[config.mk]
export PLATFORM = sky130hd
export DESIGN_NAME = imem_fetch
export DESIGN_NICKNAME = d
export VERILOG_FILES = /design/src/rtl/imem_fetch_pkg.sv /design/src/rtl/fetch_addr_chk.sv /design/src/rtl/imem_fetch.sv
export SDC_FILE = /design/constraint.sdc
export NUM_CORES = 1
export LEC_CHECK = 0
export CAP_MARGIN = 20
export CORE_MARGIN = 2
export CORE_UTILIZATION = 32
export CTS_CLUSTER_SIZE = 12
export DETAILED_ROUTE_END_ITERATION = 6
export GPL_TIMING_DRIVEN = 0
export SLEW_MARGIN = 40
export SYNTH_ARGS = -nofsm -noshare
export SYNTH_HDL_FRONTEND = slang
export SYNTH_SLANG_ARGS = --single-unit
[constraint.sdc]
create_clock -name clk -period 2.75 [get_ports clk]
set_clock_uncertainty 0.1 [all_clocks]
set_input_delay 0.55 -clock clk [delete_from_list [all_inputs] [get_ports clk]]
set_output_delay 0.55 -clock clk [all_outputs]
set_load 0.05 [all_outputs]
[src/rtl/imem_fetch_pkg.sv]
// Shared constants for the instruction fetch block: FSM state encoding and
// the default instruction-memory placement.
package imem_fetch_pkg;

  localparam logic [31:0] DEF_BASE_ADDR = 32'h0000_3000;
  localparam int          DEF_ADDR_W    = 10;

  localparam logic [2:0] ST_IDLE  = 3'd0;
  localparam logic [2:0] ST_REQ   = 3'd1;
  localparam logic [2:0] ST_DRAIN = 3'd2;
  localparam logic [2:0] ST_HOLD  = 3'd3;
  localparam logic [2:0] ST_FAULT = 3'd4;

endpackage

[src/rtl/fetch_addr_chk.sv]
// Combinational pc check: flags misaligned or out-of-window addresses and
// converts a legal byte address into an instruction-memory word address.
module fetch_addr_chk
  import imem_fetch_pkg::*;
#(
  parameter logic [31:0] BASE_ADDR = DEF_BASE_ADDR,
  parameter int          ADDR_W    = DEF_ADDR_W
) (
  input  logic [31:0]       pc,
  output logic              legal,
  output logic [ADDR_W-1:0] word_addr
);

  logic [29:0] offset_w;
  logic        below_base;
  logic        above_top;
  logic        misaligned;

  // Work in word units so the low two pc bits only matter for alignment.
  assign offset_w   = pc[31:2] - BASE_ADDR[31:2];
  assign below_base = (pc[31:2] < BASE_ADDR[31:2]);
  assign above_top  = |offset_w[29:ADDR_W];
  assign misaligned = |pc[1:0];

  assign legal     = !misaligned && !below_base && !above_top;
  assign word_addr = offset_w[ADDR_W-1:0];

endmodule

[src/rtl/imem_fetch.sv]
// Instruction fetch: accepts a pc, issues a single outstanding memory read,
// and holds the fetched word for decode; handles flush and sticky faults.
module imem_fetch
  import imem_fetch_pkg::*;
#(
  parameter logic [31:0] BASE_ADDR = DEF_BASE_ADDR,
  parameter int          ADDR_W    = DEF_ADDR_W
) (
  input  logic              clk,
  input  logic              rst,
  input  logic [31:0]       pc,
  input  logic              pc_valid,
  output logic              pc_ready,
  input  logic              flush,
  output logic              mem_req,
  output logic [ADDR_W-1:0] mem_addr,
  input  logic              mem_ack,
  input  logic [31:0]       mem_rdata,
  output logic [31:0]       imout,
  output logic [31:0]       imout_pc,
  output logic              imout_valid,
  input  logic              imout_ready,
  output logic              fault
);

  logic [2:0]        state_q, state_d;
  logic [31:0]       pc_lat_q, pc_lat_d;
  logic [ADDR_W-1:0] mem_addr_q, mem_addr_d;
  logic [31:0]       imout_q, imout_d;
  logic [31:0]       imout_pc_q, imout_pc_d;

  logic              pc_legal;
  logic [ADDR_W-1:0] pc_word;
  logic              accept;

  fetch_addr_chk #(
    .BASE_ADDR (BASE_ADDR),
    .ADDR_W    (ADDR_W)
  ) u_addr_chk (
    .pc        (pc),
    .legal     (pc_legal),
    .word_addr (pc_word)
  );

  assign pc_ready = !flush &&
                    ((state_q == ST_IDLE) || ((state_q == ST_HOLD) && imout_ready));
  assign accept   = pc_valid && pc_ready;

  always_comb begin
    state_d    = state_q;
    pc_lat_d   = pc_lat_q;
    mem_addr_d = mem_addr_q;
    imout_d    = imout_q;
    imout_pc_d = imout_pc_q;

    case (state_q)
      ST_IDLE: ;
      ST_REQ: begin
        if (mem_ack) begin
          if (flush) begin
            state_d = ST_IDLE;
          end else begin
            imout_d    = mem_rdata;
            imout_pc_d = pc_lat_q;
            state_d    = ST_HOLD;
          end
        end else if (flush) begin
          state_d = ST_DRAIN;
        end
      end
      ST_DRAIN: begin
        if (mem_ack) state_d = ST_IDLE;
      end
      ST_HOLD: begin
        if (flush || imout_ready) state_d = ST_IDLE;
      end
      ST_FAULT: ;
      default: state_d = ST_IDLE;
    endcase

    // An accept (IDLE, or HOLD being drained) overrides the plain transition above.
    if (accept) begin
      if (pc_legal) begin
        state_d    = ST_REQ;
        pc_lat_d   = pc;
        mem_addr_d = pc_word;
      end else begin
        state_d = ST_FAULT;
      end
    end
  end

  always_ff @(posedge clk) begin
    if (!rst) begin
      state_q    <= ST_IDLE;
      pc_lat_q   <= '0;
      mem_addr_q <= '0;
      imout_q    <= '0;
      imout_pc_q <= '0;
    end else begin
      state_q    <= state_d;
      pc_lat_q   <= pc_lat_d;
      mem_addr_q <= mem_addr_d;
      imout_q    <= imout_d;
      imout_pc_q <= imout_pc_d;
    end
  end

  assign mem_req     = (state_q == ST_REQ) || (state_q == ST_DRAIN);
  assign mem_addr    = mem_addr_q;
  assign imout       = imout_q;
  assign imout_pc    = imout_pc_q;
  assign imout_valid = (state_q == ST_HOLD);
  assign fault       = (state_q == ST_FAULT);

endmodule

==> results of run 1 <==
[metal layers]
metal  vias to the layer above  track usage, %
met3                        11            4.41
met2                       124            26.5
met1                      1535            20.4
li1                       1725               -
met5                         -               0
met4                         0            4.36
[final cells by class]
cell class | count | share of cell area, %
inverter | 1 | 0.0664
clock inverter | 4 | 0.908
clock buffer | 12 | 4.19
multi-input combinational | 279 | 25.3
timing repair buffer | 147 | 26.1
tap | 143 | 3.17
sequential | 99 | 35.1
buffer | 42 | 5.27
[registers in the layout, indices dropped and copies added (netlist names)]
register,count
pc_lat_q,32
imout,32
imout_pc,32
state_q,3
[cell families after synthesis]
logic type,share of synthesized area [%]
buffers and inverters,8.13
XOR/XNOR,0.472
AO/OA/AOI/OAI,13.9
AND/OR/NAND/NOR,24.1
flip-flops,53.4
[worst reg2reg max path: stages (launching register included)]
cell and delay (ns):
dfxtp_1 0.49, and3_4 0.26, o211ai_2 0.11, buf_6 0.17, o31ai_1 0.23, a21oi_1 0.10
[cell usage in the layout (no fill, tap or decap), types with 4 or more instances in the layout]
cell type          n
buf_6             12
dfxtp_1           99
a21oi_1           75
nand4_1           11
buf_4             11
nor4_2             4
clkbuf_1          15
and3_1            21
nand2_1          130
clkdlybuf4s50_1  145
buf_2              7
o31ai_1           10
clkbuf_16          9
[cell usage after synthesis, types with 2 or more instances]
cell type / count
nand2_1: 130
dfxtp_1: 99
a21oi_1: 75
and3_1: 21
buf_6: 12
clkbuf_1: 12
buf_4: 11
nand4_1: 11
o31ai_1: 10
buf_2: 7
nor4_2: 4
nor2_1: 3
o21a_1: 3
nor3_1: 2
[per-stage QoR]
step	std cells	setup WS, ns
final	727	0.151
after floorplan	421	0.908
after global placement	711	-0.0992
after global routing	727	0.0956
after detailed placement	711	-0.117
after CTS	727	0.0944
[worst paths after layout]
| check | from | end | slack (ns) | cells after the start |
|---|---|---|---|---|
| worst min register to register | pc_lat_q[18]$_SDFFE_PN0P_ | imout_pc[18]$_SDFFE_PN0P_ | 0.35 | 2 |
| worst max register to register | state_q[1]$_SDFFE_PN0P_ | pc_lat_q[9]$_SDFFE_PN0P_ | 1.15 | 5 |
| worst max-delay path | flush | pc_ready | 0.15 | 4 |
| worst min-delay path | pc_lat_q[18]$_SDFFE_PN0P_ | imout_pc[18]$_SDFFE_PN0P_ | 0.35 | 2 |
[power by group]
part / switching [uW] / leakage, uW / internal (uW)
Sequential: 1.92 / 0.000797 / 1430
Clock: 524 / 0.000137 / 707
Combinational: 66.3 / 0.00106 / 104
Total: 593 / 0.00199 / 2240
[timing repair]
action,CTS,global route
setup buffers,0,0
setup endpoints to repair,1,1
gates resized for setup,1,1
pin swaps,0,0
==> impl_metrics.toml, run 1 <==
[timing]
setup_violations = 0
finalCriticalPeriod_ns = 2.60
tns_ns = 0
slew-limit-headroom_pct = 61.7
tightest_slew_ns = 0.573
period_share_pct = 94.5
hold_slack_ns = 0.352
final_max_slew_viol_count = 0
max_freq_mhz = 385
rsz0062_at_grt = "no"
hold_violations = 0

[route]
vias = 3395
route.met3.wl_um = 677
routedWlPerCell_um = 13.8
ant_nets = 0
drt_wl_total_um = 10000
highest_layer = "met4"
wl_met1_um = 4690
avgViaCountPerCell = 4.67
first_iter_violations = 162
route.detailed.drc = 0
wl_met2_um = 4560
dr.pass1.iters = 6

[clock_tree]
root_buffer = "clkbuf_16"
clk_latency_ns = 0.34
cts_tree = "yes"
clk_path_buf_depth = 2
cts.sinks = 99
clkSlewWorstSetupHoldPaths_ns = 0.07
htree_levels = 3
cts_inserted_buffers = 9
holdBufCountCts = 0

[critical_path]
cp-end-kind = "output pin"
required_ns = 2.10
cp.arrival_ns = 1.95
crit_path_top_delay_cell = "dlygate4sd2_1"
crit_type = "in2out"
cp-start-kind = "input port"
slowest_delay_ns = 0.53
critical_path.top_delay_family = "buffers and inverters"
crit_buf_inv = 2
cp_cell_sequence = "clkdlybuf4s50_1, nor2_4, o21a_1, dlygate4sd2_1"
crit_path_max_fanout = 6

[finish]
multi_input_area_um2 = 1430
drive_above_1_share_pct = 10.1
finalInstanceArea_um2 = 5650
nets = 649
final_util_pct = 49.7
n_antenna_cell = 0
regArea_um2 = 1980
areaGrowthSynthToFinish_pct = 52.3
fillers = 1139

[yosys]
yosysUniqueCellTypes = 35
synth_top_area_share_pct = 53.4
ys_top_cells_by_area = "dfxtp_1 53%, nand2_1 13%, a21oi_1 10%"
yosysSeqAreaShare_pct = 53.4
avgSynthCellArea_um2 = 8.81
synth-seq-cells = 99
synthFlopType = "dfxtp_1"
synth_warnings = 0
synth_nets = 491
async_flop_share_pct = 0
syn-cell-area_um2 = 3710
synth_edf_count = 0
synth_top_area_cell = "dfxtp_1"
postSynthCellCount = 421

[floorplanning]
pin_count = 148
core_area_um2 = 11400
die_area_um2 = 12500
rows = 39
die_x_um = 112
start_util_pct = 32.6
die_h_um = 112

[global_route]
grt_overflow = 0
grt_pass1_vias = 3336
antenna_found_initial = 0
grt_usage_pct = 16.0
grt_max_degree = 16
grt_pass1_wl_um = 16200

[place]
dp_hpwl_um = 7490
io_buffers = 147
place_area_um2 = 5360
gp_congestion = 0.803

[pwr]
total_power_uw = 2840
leakage_uw = 0.00199
ir_worst_vdd_uv = 264
cellPowerDensity_nw_per_um2 = 502

[outcome]
status = "completed"

[flow_run]
maxCapViolations = 0

[min_path]
min_path_type = "reg2reg"
(Power assumes the default switching activity.)
==> run 2, diff against run 1 <==
--- a/config.mk
+++ b/config.mk
@@ -8,6 +8,7 @@
 export CAP_MARGIN = 20
 export CORE_MARGIN = 2
 export CORE_UTILIZATION = 32
+export CTS_BUF_LIST = sky130_fd_sc_hd__clkbuf_8
 export CTS_CLUSTER_SIZE = 12
 export DETAILED_ROUTE_END_ITERATION = 6
 export GPL_TIMING_DRIVEN = 0
==> run 2 against run 1 <==
  * Sequential share of layout area is 0.64 points higher
  * Sequential power about the same
  * Largest power group unchanged
  * Wire length shrank 0.80%
  * Critical path depth stayed put
  * Die area unchanged
  * Setup slack is essentially flat
==> impl_metrics.toml, run 2 (synthesized netlist as in run 1, its figures left out) <==
[timing]
tns_ns = 0
finalCriticalPeriod_ns = 2.60
hold_violations = 0
period_share_pct = 94.5
slew-limit-headroom_pct = 63.4
final_max_slew_viol_count = 0
tightest_slew_ns = 0.548
setup_violations = 0
max_freq_mhz = 385
hold_slack_ns = 0.352
rsz0062_at_grt = "no"

[clock_tree]
postCtsSetupBuffers = 0
htree_levels = 3
clk_latency_ns = 0.36
clk_path_buf_depth = 2
cts.sinks = 99
cts_inserted_buffers = 9
cts_tree = "yes"
clkSlewWorstSetupHoldPaths_ns = 0.09
root_buffer = "clkbuf_8"
holdBufCountCts = 0

[finish]
n_antenna_cell = 0
instances_no_fill = 727
finalInstanceArea_um2 = 5550
drive_above_1_share_pct = 10.1
nets = 649
layout_commonest_cell = "clkdlybuf4s50_1"
fillers = 1147
final_cell_mix = "145 x clkdlybuf4s50_1, 130 x nand2_1, 99 x dfxtp_1, 75 x a21oi_1, 21 x and3_1"
areaGrowthSynthToFinish_pct = 49.5

[critical_path]
cp-end-kind = "output pin"
cp_cell_sequence = "clkdlybuf4s50_1, nor2_4, o21a_1, dlygate4sd2_1"
cp-start-kind = "input port"
crit_type = "in2out"
slowest_delay_ns = 0.53
crit_path_max_fanout = 6
crit_path_top_delay_cell = "dlygate4sd2_1"
r2r_slack_ns = 1.13
cp.arrival_ns = 1.95
required_ns = 2.10
rr_worst_depth = 5

[global_route]
grt_max_degree = 16
grt_overflow = 0
grt_pass1_wl_um = 16000
antenna_found_initial = 0
grt_pass1_vias = 3318
grt_usage_pct = 15.9

[floorplanning]
rows = 39
die_x_um = 112
core_area_um2 = 11400
die_area_um2 = 12500
die_h_um = 112
pin_count = 148
start_util_pct = 32.6

[min_path]
min_path_cells = 2
min_path_type = "reg2reg"

[place]
dp_hpwl_um = 7490
gp_congestion = 0.803
place_area_um2 = 5360
place_inst = 711
io_buffers = 147

[pwr]
cellPowerDensity_nw_per_um2 = 451
leakage_uw = 0.00196
ir_worst_vdd_uv = 204
total_power_uw = 2500

[route]
first_iter_violations = 96
ant_nets = 0
routedWlPerCell_um = 13.7
avgViaCountPerCell = 4.65
route.detailed.drc = 0
vias = 3382
drt_wl_total_um = 9970
dr.pass1.iters = 5

[outcome]
status = "completed"

[flow_run]
maxCapViolations = 0
-- run 2: cell count changes in the layout (fill, tap and decap cells not counted) --
cell       previous run  this run
clkbuf_16             9         0
inv_1                 0         3
clkbuf_8              0         9
clkbuf_1             15        12
-- run 2: routing by layer --
| layer | vias up | GRT usage (%) | wire (um) |
|---|---|---|---|
| met5 | - | 0 | 0 |
| met4 | 0 | 6.09 | 138 |
| met3 | 11 | 3.59 | 686 |
| met2 | 125 | 26.1 | 4470 |
| met1 | 1517 | 20.4 | 4670 |
| li1 | 1729 | - | - |
-- run 2: path summary, 6_finish.rpt --
kind                             start                         to
max                              flush                   pc_ready
min reg2reg  pc_lat_q[13]$_SDFFE_PN0P_  imout_pc[13]$_SDFFE_PN0P_
min          pc_lat_q[13]$_SDFFE_PN0P_  imout_pc[13]$_SDFFE_PN0P_
max reg2reg    state_q[1]$_SDFFE_PN0P_   pc_lat_q[9]$_SDFFE_PN0P_
-- run 2: through the flow --
step                      worst slack, ns  utilization, %
final                               0.152            48.8
after global routing               0.0956            48.8
after CTS                          0.0502            48.8
after detailed placement           -0.117            47.2
after global placement            -0.0992            47.2
after floorplan                     0.908               -
-- run 2: what timing repair did --
item	4_1_cts	5_1_grt
gates resized for setup	1	1
setup endpoints to repair	1	1
hold endpoints to repair	0	0
-- run 2: critical path, delay by kind of cell --
family,cells,cell delay [ns]
and+or+nand+nor,1,0.21
AOI/OAI and AO/OA,1,0.15
buffers and inverters,2,1.03
-- run 2: layout make-up --
type | instances | area (um2) | area share [%]
multi-input cells | 279 | 1430 | 25.7
clock buffers | 9 | 124 | 2.23
plain buffers | 42 | 298 | 5.37
repair buffers | 147 | 1470 | 26.5
clock inverters | 7 | 62.6 | 1.13
flip-flops and latches | 99 | 1980 | 35.7
inverters | 1 | 3.75 | 0.0676
well taps | 143 | 179 | 3.22
-- run 2: where the power goes --
group | internal [uW] | switching (uW)
combinational | 104 | 66.1
sequential | 1430 | 1.92
clock | 412 | 486
